[src/rtl/i2c_target_regbank.sv]
// I2C target with a 16-bit-addressed byte register bank, fabric write strobes and a side read port.
// Pad inputs are synchronized and debounced; all protocol decisions use the filtered levels.
module i2c_target_regbank #(
  parameter logic [6:0]  DEV_ADDR = 7'h54,
  parameter int unsigned DEPTH    = 256,
  parameter int unsigned FILT     = 3
) (
  input  logic                     FPGA_Clock,
  input  logic                     FPGA_RST_n,
  input  logic                     scl_in,
  input  logic                     sda_in,
  output logic                     sda_oe,
  output logic                     busy,
  output logic                     wr_valid,
  output logic [15:0]              wr_addr,
  output logic [7:0]               wr_data,
  input  logic [$clog2(DEPTH)-1:0] rd_addr,
  output logic [7:0]               rd_data
);
  localparam int unsigned AW = $clog2(DEPTH);
  localparam int unsigned CW = $clog2(FILT + 1);

  typedef enum logic [2:0] {IDLE, ADDR, ACK_A, RA_H, RA_L, WR, RD, IGNORE} state_t;

  // index 0 = SCL, index 1 = SDA
  logic [1:0]    w_pad, r_sync1, r_sync2, r_filt, r_filt_d;
  logic [CW-1:0] r_cnt [2];

  assign w_pad = {sda_in, scl_in};

  always_ff @(posedge FPGA_Clock or negedge FPGA_RST_n) begin
    if (!FPGA_RST_n) begin
      r_sync1  <= '1;
      r_sync2  <= '1;
      r_filt   <= '1;
      r_filt_d <= '1;
      r_cnt[0] <= '0;
      r_cnt[1] <= '0;
    end else begin
      r_sync1  <= w_pad;
      r_sync2  <= r_sync1;
      r_filt_d <= r_filt;
      for (int unsigned i = 0; i < 2; i++) begin
        if (r_sync2[i] == r_filt[i]) begin
          r_cnt[i] <= '0;
        end else if (r_cnt[i] == CW'(FILT - 1)) begin
          r_filt[i] <= r_sync2[i];
          r_cnt[i]  <= '0;
        end else begin
          r_cnt[i] <= r_cnt[i] + 1'b1;
        end
      end
    end
  end

  logic w_sda, w_scl_rise, w_scl_fall, w_start, w_stop;
  assign w_sda      = r_filt[1];
  assign w_scl_rise = r_filt[0] & ~r_filt_d[0];
  assign w_scl_fall = ~r_filt[0] & r_filt_d[0];
  assign w_start    = r_filt[0] & r_filt_d[0] & ~r_filt[1] & r_filt_d[1];
  assign w_stop     = r_filt[0] & r_filt_d[0] & r_filt[1] & ~r_filt_d[1];

  state_t      r_state, w_state_n;
  logic [3:0]  r_bitcnt, w_bitcnt_n;
  logic [7:0]  r_shift, w_shift_n;
  logic [15:0] r_ptr, w_ptr_n;
  logic        r_sda_oe, w_sda_oe_n;
  logic        r_busy, w_busy_n;
  logic        w_wr_stb, w_bank_we;
  logic        r_wr_valid;
  logic [15:0] r_wr_addr;
  logic [7:0]  r_wr_data, r_rd_data;
  logic [7:0]  r_bank [DEPTH];
  logic [15:0] w_load_ptr;
  logic [7:0]  w_load_byte;

  // In RD the next byte is fetched for the already-incremented pointer.
  assign w_load_ptr  = (r_state == RD) ? r_ptr + 16'd1 : r_ptr;
  assign w_load_byte = (w_load_ptr < 16'(DEPTH)) ? r_bank[w_load_ptr[AW-1:0]] : '0;
  assign w_bank_we   = w_wr_stb && (r_ptr < 16'(DEPTH));

  // bitcnt counts SCL rises in the byte: 8 = ACK clock pending, 9 = ACK clock high.
  always_comb begin
    w_state_n  = r_state;
    w_bitcnt_n = r_bitcnt;
    w_shift_n  = r_shift;
    w_ptr_n    = r_ptr;
    w_sda_oe_n = r_sda_oe;
    w_busy_n   = r_busy;
    w_wr_stb   = 1'b0;
    if (w_stop) begin
      w_state_n  = IDLE;
      w_sda_oe_n = 1'b0;
      w_busy_n   = 1'b0;
    end else if (w_start) begin
      w_state_n  = ADDR;
      w_bitcnt_n = '0;
      w_sda_oe_n = 1'b0;
    end else if (r_state != IDLE && r_state != IGNORE) begin
      if (w_scl_rise) begin
        // RD also shifts, so shift[7] is the next bit to drive and shift[0] ends up as the ACK bit.
        if (r_bitcnt < 4'd8 || r_state == RD) w_shift_n = {r_shift[6:0], w_sda};
        if (r_bitcnt < 4'd9) w_bitcnt_n = r_bitcnt + 4'd1;
      end else if (w_scl_fall) begin
        case (r_state)
          ADDR: if (r_bitcnt == 4'd8) begin
            if (r_shift[7:1] == DEV_ADDR) begin
              w_state_n  = ACK_A;
              w_busy_n   = 1'b1;
              w_sda_oe_n = 1'b1;
            end else begin
              w_state_n = IGNORE;
            end
          end
          ACK_A: if (r_bitcnt == 4'd9) begin
            w_bitcnt_n = '0;
            if (r_shift[0]) begin
              w_state_n  = RD;
              w_shift_n  = w_load_byte;
              w_sda_oe_n = ~w_load_byte[7];
            end else begin
              w_state_n  = RA_H;
              w_sda_oe_n = 1'b0;
            end
          end
          RA_H, RA_L, WR: begin
            if (r_bitcnt == 4'd8) begin
              w_sda_oe_n = 1'b1;
            end else if (r_bitcnt == 4'd9) begin
              w_sda_oe_n = 1'b0;
              w_bitcnt_n = '0;
              if (r_state == RA_H) begin
                w_ptr_n[15:8] = r_shift;
                w_state_n     = RA_L;
              end else if (r_state == RA_L) begin
                w_ptr_n[7:0] = r_shift;
                w_state_n    = WR;
              end else begin
                w_wr_stb = 1'b1;
                w_ptr_n  = r_ptr + 16'd1;
              end
            end
          end
          RD: begin
            if (r_bitcnt == 4'd9) begin
              w_ptr_n    = r_ptr + 16'd1;
              w_bitcnt_n = '0;
              if (!r_shift[0]) begin
                w_shift_n  = w_load_byte;
                w_sda_oe_n = ~w_load_byte[7];
              end else begin
                w_state_n  = IGNORE;
                w_sda_oe_n = 1'b0;
              end
            end else if (r_bitcnt == 4'd8) begin
              w_sda_oe_n = 1'b0;
            end else if (r_bitcnt != 4'd0) begin
              w_sda_oe_n = ~r_shift[7];
            end
          end
          default: ;
        endcase
      end
    end
  end

  always_ff @(posedge FPGA_Clock or negedge FPGA_RST_n) begin
    if (!FPGA_RST_n) begin
      r_state    <= IDLE;
      r_bitcnt   <= '0;
      r_shift    <= '0;
      r_ptr      <= '0;
      r_sda_oe   <= 1'b0;
      r_busy     <= 1'b0;
      r_wr_valid <= 1'b0;
      r_wr_addr  <= '0;
      r_wr_data  <= '0;
    end else begin
      r_state    <= w_state_n;
      r_bitcnt   <= w_bitcnt_n;
      r_shift    <= w_shift_n;
      r_ptr      <= w_ptr_n;
      r_sda_oe   <= w_sda_oe_n;
      r_busy     <= w_busy_n;
      r_wr_valid <= w_wr_stb;
      if (w_wr_stb) begin
        r_wr_addr <= r_ptr;
        r_wr_data <= r_shift;
      end
    end
  end

  always_ff @(posedge FPGA_Clock or negedge FPGA_RST_n) begin
    if (!FPGA_RST_n) begin
      for (int unsigned i = 0; i < DEPTH; i++) r_bank[i] <= '0;
      r_rd_data <= '0;
    end else begin
      if (w_bank_we) r_bank[r_ptr[AW-1:0]] <= r_shift;
      r_rd_data <= r_bank[rd_addr];
    end
  end

  assign sda_oe   = r_sda_oe;
  assign busy     = r_busy;
  assign wr_valid = r_wr_valid;
  assign wr_addr  = r_wr_addr;
  assign wr_data  = r_wr_data;
  assign rd_data  = r_rd_data;
endmodule

[config.mk]
export PLATFORM = sky130hd
export DESIGN_NAME = i2c_target_regbank
export DESIGN_NICKNAME = d
export VERILOG_FILES = /design/src/rtl/i2c_target_regbank.sv
export SDC_FILE = /design/constraint.sdc
export NUM_CORES = 2
export LEC_CHECK = 0
export CAP_MARGIN = 15
export CORE_MARGIN = 5
export CORE_UTILIZATION = 30
export DETAILED_ROUTE_END_ITERATION = 8
export PLACE_DENSITY = 0.4
export SKIP_LAST_GASP = 1
export SYNTH_ARGS = -nofsm -noshare
export SYNTH_HDL_FRONTEND = slang
export SYNTH_SLANG_ARGS = --single-unit
[constraint.sdc]
create_clock -name FPGA_Clock -period 5.4 [get_ports FPGA_Clock]
set_clock_uncertainty 0.2 [all_clocks]
set_input_delay 0.81 -clock FPGA_Clock [delete_from_list [all_inputs] [get_ports FPGA_Clock]]
set_output_delay 0.81 -clock FPGA_Clock [all_outputs]
set_load 0.02 [all_outputs]
==> out/summary.log <==
qor: outcome.status finished, violations left
qor: outcome.failed_checks setup timing
qor: finish.flow.area_growth_from_synthesis 14.2%
qor: die.dieHeight 651 µm
qor: clock_tree.tritoncts built
qor: setup_path.timing.critical_path.cells inv_6 -> ha_4 -> nor4bb_1 -> a22oi_2 -> buf_12 -> buf_12 -> buf_12 -> buf_12 -> buf_4 -> o221ai_1 -> a32oi_1 -> a41oi_1 -> buf_4 -> nor3_2 -> a31o_2
qor: synth.synth_cell_types 84
qor: finish.layout-drive-gt1-share 39.4%
qor: synth.edff_count_synth 0
qor: clock_tree.cts_sinks 2,126
qor: power_and_ir_drop.static-leakage-power 60.5 nW
qor: global_route.grt.total_usage 25.5%
qor: clock_tree.cts.path.max_buffers 4
qor: placed_design.portBuffers 46
qor: synth.synthAdderAreaFrac 0.112%
qor: finish.nNetsFinal 9,447
qor: timing.max_clock_freq 181 MHz
qor: global_route.remaining_global_route_overflow 0
qor: die.rows 235
qor: power_and_ir_drop.vdd_ir_drop_max 598 µV
qor: synth.synthesis.instances 9,609
qor: clock_tree.cts_root_buf clkbuf_16
qor: setup_path.launch_point_of_the_critical_path r_ptr[0]
qor: die.core_region_area 409,000 µm²
qor: timing.grt_setup_unrepaired yes
qor: synth.syn-mean-instance-area 12.8 µm²
qor: timing.layout_min_cycle_time 5.51 ns
qor: route.via_count 92,700
qor: timing.timing_max_transition_violations_final 0
qor: setup_path.worst_path_dominant_cell_family compound AO/OA/AOI/OAI gates
qor: setup_path.setup.worst_path.end_class register
qor: synth.ys_ff_latch 2,126
qor: route.postRouteWirelength 559 mm
qor: setup_path.cp_slowest_stage_delay 0.62 ns
qor: global_route.antenna_found_initial 56
qor: setup_path.launch_instance_of_the_worst_register_to_register_path r_ptr[0]
qor: synth.ys_seq_area_share 43.2%
qor: synth.post_synthesis_compound_gate_area_fraction 9.69%
qor: placed_design.dp_hpwl 370 mm
qor: power_and_ir_drop.finalPower 58.6 mW
qor: power_and_ir_drop.power_per_cell_area 417 nW/µm²
qor: setup_path.slowest_stage nor4bb_1
qor: global_route.grt_first_pass_wirelength 778 mm
qor: route.avgRoutedWirePerCell 37.0 µm
qor: clock_tree.cts_buffers 274
qor: global_route.grt_max_degree 168
qor: timing.setup_total_negative_slack -0.189 ns
qor: timing.fin_ws -0.110 ns
qor: synth.yosys.area_share.simple 6.63%
qor: synth.synthXorXnorAreaFrac 0.0782%
qor: finish.finish.utilization 34.3%
qor: route.drtPass1Iterations 6
qor: setup_path.crit_path_max_fanout 34
qor: timing.final-hold-violation-count 0
qor: timing.worst_slew_pin_slew 1.38 ns
qor: setup_path.cp_data_required_time 6.01 ns
qor: route.drt.antenna.violating_nets 0
qor: timing.fin_crit_sh 102%
qor: die.floorplan.io_pins 47
qor: clock_tree.clk_latency 0.93 ns
qor: hold_path.holdCritStartpoint sda_in
qor: synth.postSynth.asyncResetShare 100%
qor: synth.ys.warnings.count 0
qor: synth.syn_nets 9,632
qor: hold_path.worst_hold_path_type input port to register
qor: synth.syn_area 123,000 µm²
qor: setup_path.cp_num_buf_inv 7
qor: die.die_x 651 µm
qor: global_route.first_global_vias 91,200
qor: job.cap_viol_max_count 0
qor: timing.setup_violations 4
qor: route.avgViaCountPerCell 6.13
qor: synth.synth.mux.area_fraction 36.8%
qor: die.die_area 423,000 µm²
qor: placed_design.routabilityCongestion 0.869
qor: setup_path.critPathLaunchType register
qor: clock_tree.clock_transition_at_the_registers_of_the_reported_paths 0.06 ns
qor: setup_path.timing.critical_path.mode_cell buf_12
qor: finish.fillers 39,700
qor: timing.timing.max_slew.rel_slack 8.04%
qor: route.initialDrtViolationCount 9,874
qor: route.drt_drc_violations_left 0
qor: setup_path.timing_worst_setup_path_type register to register
qor: setup_path.worstPathArrival 6.12 ns
qor: synth.postSynth.topFlopCell dfrtp_1
qor: die.floorplan.initialDensity 30.1%
qor: synth.main_combinational_cell_family_by_area_after_synthesis multiplexers
qor: clock_tree.cts.htree.levels 5
final timing paths:
kind                           endpoint  cells after the start  slack (ns)
max                          r_shift[5]                     15       -0.11
min                          r_sync1[1]                      1        0.12
max reg2reg                  r_shift[5]                     15       -0.11
min reg2reg                  r_sync2[1]                      0        0.16
max in group asynchronous  r_bank[1760]                      4        2.90
min in group asynchronous  r_bank[2003]                      2        0.34
power by group:
part	switching (mW)	total [mW]	internal, mW
logic	16.6	22.9	6.34
clock network	7.82	19.2	11.4
registers	0.407	16.4	16.0
per-stage QoR:
stage / std cells / cell area (µm²) / hold slack, ns / setup WS (ns)
after floorplan: 9609 / 123000 / 0.145 / 0.847
after global placement: 14600 / 131000 / 0.148 / -0.767
after detailed placement: 14600 / 131000 / 0.150 / -0.776
after CTS: 15100 / 140000 / 0.0374 / -0.0202
after global routing: 15100 / 141000 / 0.0744 / -0.00132
final: 15100 / 141000 / 0.121 / -0.110
state kept, by name, summed over array words and instances (netlist names):
signal / flops
r_cnt: 4
r_sync2: 2
r_bank: 2048
sda_oe: 1
wr_valid: 1
r_bitcnt: 4
r_shift: 8
r_filt: 2
rd_data: 8
r_sync1: 2
busy: 1
wr_addr: 16
wr_data: 8
r_state: 3
r_ptr: 16
r_filt_d: 2
cell usage after synthesis (19+ instances only):
cell type	n	area share, %
buf_2	279	1.1
o22a_1	56	0.40
nor2b_1	42	0.21
a211oi_1	61	0.37
and2_1	227	1.2
buf_1	87	0.27
and3_1	20	0.10
a211o_1	25	0.18
a311oi_1	54	0.38
o221ai_1	241	1.7
mux2_2	1809	17
o21ai_0	243	0.99
clkbuf_1	575	1.8
o311ai_0	19	0.14
o31ai_1	21	0.13
o211ai_1	92	0.56
nand2_2	24	0.12
nor2_1	164	0.50
nand2_1	290	0.88
nor2_4	44	0.40
nand3_1	248	1.0
a41oi_1	22	0.16
nand2_4	20	0.18
mux4_2	773	14
dfrtp_1	2118	43
a2111oi_0	219	1.6
o22ai_1	209	1.1
a31oi_1	166	0.84
mux2_1	215	2.0
buf_4	24	0.15
mux2i_1	516	4.2
nor3_1	221	0.90
nor2_2	125	0.64
inv_1	20	0.061
a21oi_1	102	0.41
layer usage:
metal | share of wire, % | global-route usage, %
met1 | 44 | 36.2
met2 | 45 | 39.2
met3 | 6.9 | 4.69
met4 | 3.9 | 8.77
met5 | 0.025 | 0
worst reg2reg max path: stages, from the launching register on:
cell,delay [ns]
dfrtp_4,0.57
inv_6,0.31
ha_4,0.33
nor4bb_1,0.63
a22oi_2,0.20
buf_12,0.20
buf_12,0.18
buf_12,0.40
buf_12,0.23
buf_4,0.18
o221ai_1,0.55
a32oi_1,0.20
a41oi_1,0.61
buf_4,0.26
nor3_2,0.08
a31o_2,0.27
logic make-up (layout without fill, tap and decap cells):
family | count (synthesis) | count (layout)
flops | 2126 | 2126
xor+xnor | 11 | 11
compound gates | 1637 | 1637
mux | 3313 | 3313
other cells | 0 | 25
fa+ha+maj | 11 | 11
buf+inv | 994 | 1019
simple gates | 1517 | 1517
layout by cell type, fill, tap and decap left out, types with 39 or more instances in the layout:
| cell | instances |
|---|---|
| clkbuf_16 | 280 |
| clkbuf_1 | 70 |
| a31oi_1 | 165 |
| clkbuf_8 | 61 |
| buf_12 | 96 |
| nor2b_1 | 42 |
| mux2i_1 | 516 |
| a311oi_1 | 50 |
| o221ai_1 | 241 |
| nand3_1 | 245 |
| nor3_1 | 220 |
| o21ai_0 | 243 |
| o211ai_1 | 92 |
| a2111oi_0 | 218 |
| nor2_4 | 47 |
| mux2_2 | 1809 |
| o22ai_1 | 208 |
| buf_4 | 364 |
| nand2_1 | 271 |
| mux4_2 | 773 |
| nor2_2 | 128 |
| dfrtp_1 | 2107 |
| a211oi_1 | 60 |
| and2_1 | 226 |
| o22a_1 | 55 |
| nor2_1 | 158 |
| mux2_1 | 215 |
| a21oi_1 | 102 |
| clkdlybuf4s50_1 | 39 |
| nand2_2 | 40 |
what timing repair did:
| item | in CTS | in global routing |
|---|---|---|
| hold buffers | 1 | 0 |
| gates cloned | 0 | 0 |
| endpoints found under the setup margin | 7 | 2 |
| resized for setup | 10 | 2 |
| pin swaps | 1 | 1 |
| endpoints found under the hold margin | 40 | 0 |
| setup buffers | 1 | 1 |
area by class of cell:
| type | instances | area [µm²] | area share (%) |
|---|---|---|---|
| sequential | 2126 | 53200 | 37.9 |
| clock inverter | 75 | 1060 | 0.751 |
| timing repair buffer | 511 | 5200 | 3.70 |
| clock buffer | 411 | 8110 | 5.77 |
| multi-input combinational | 6489 | 66000 | 46.9 |
| inverter | 22 | 95.1 | 0.0676 |
| tap | 5451 | 6820 | 4.85 |
| antenna | 25 | 62.6 | 0.0445 |
No activity file was read; power rests on OpenSTA's default activity.
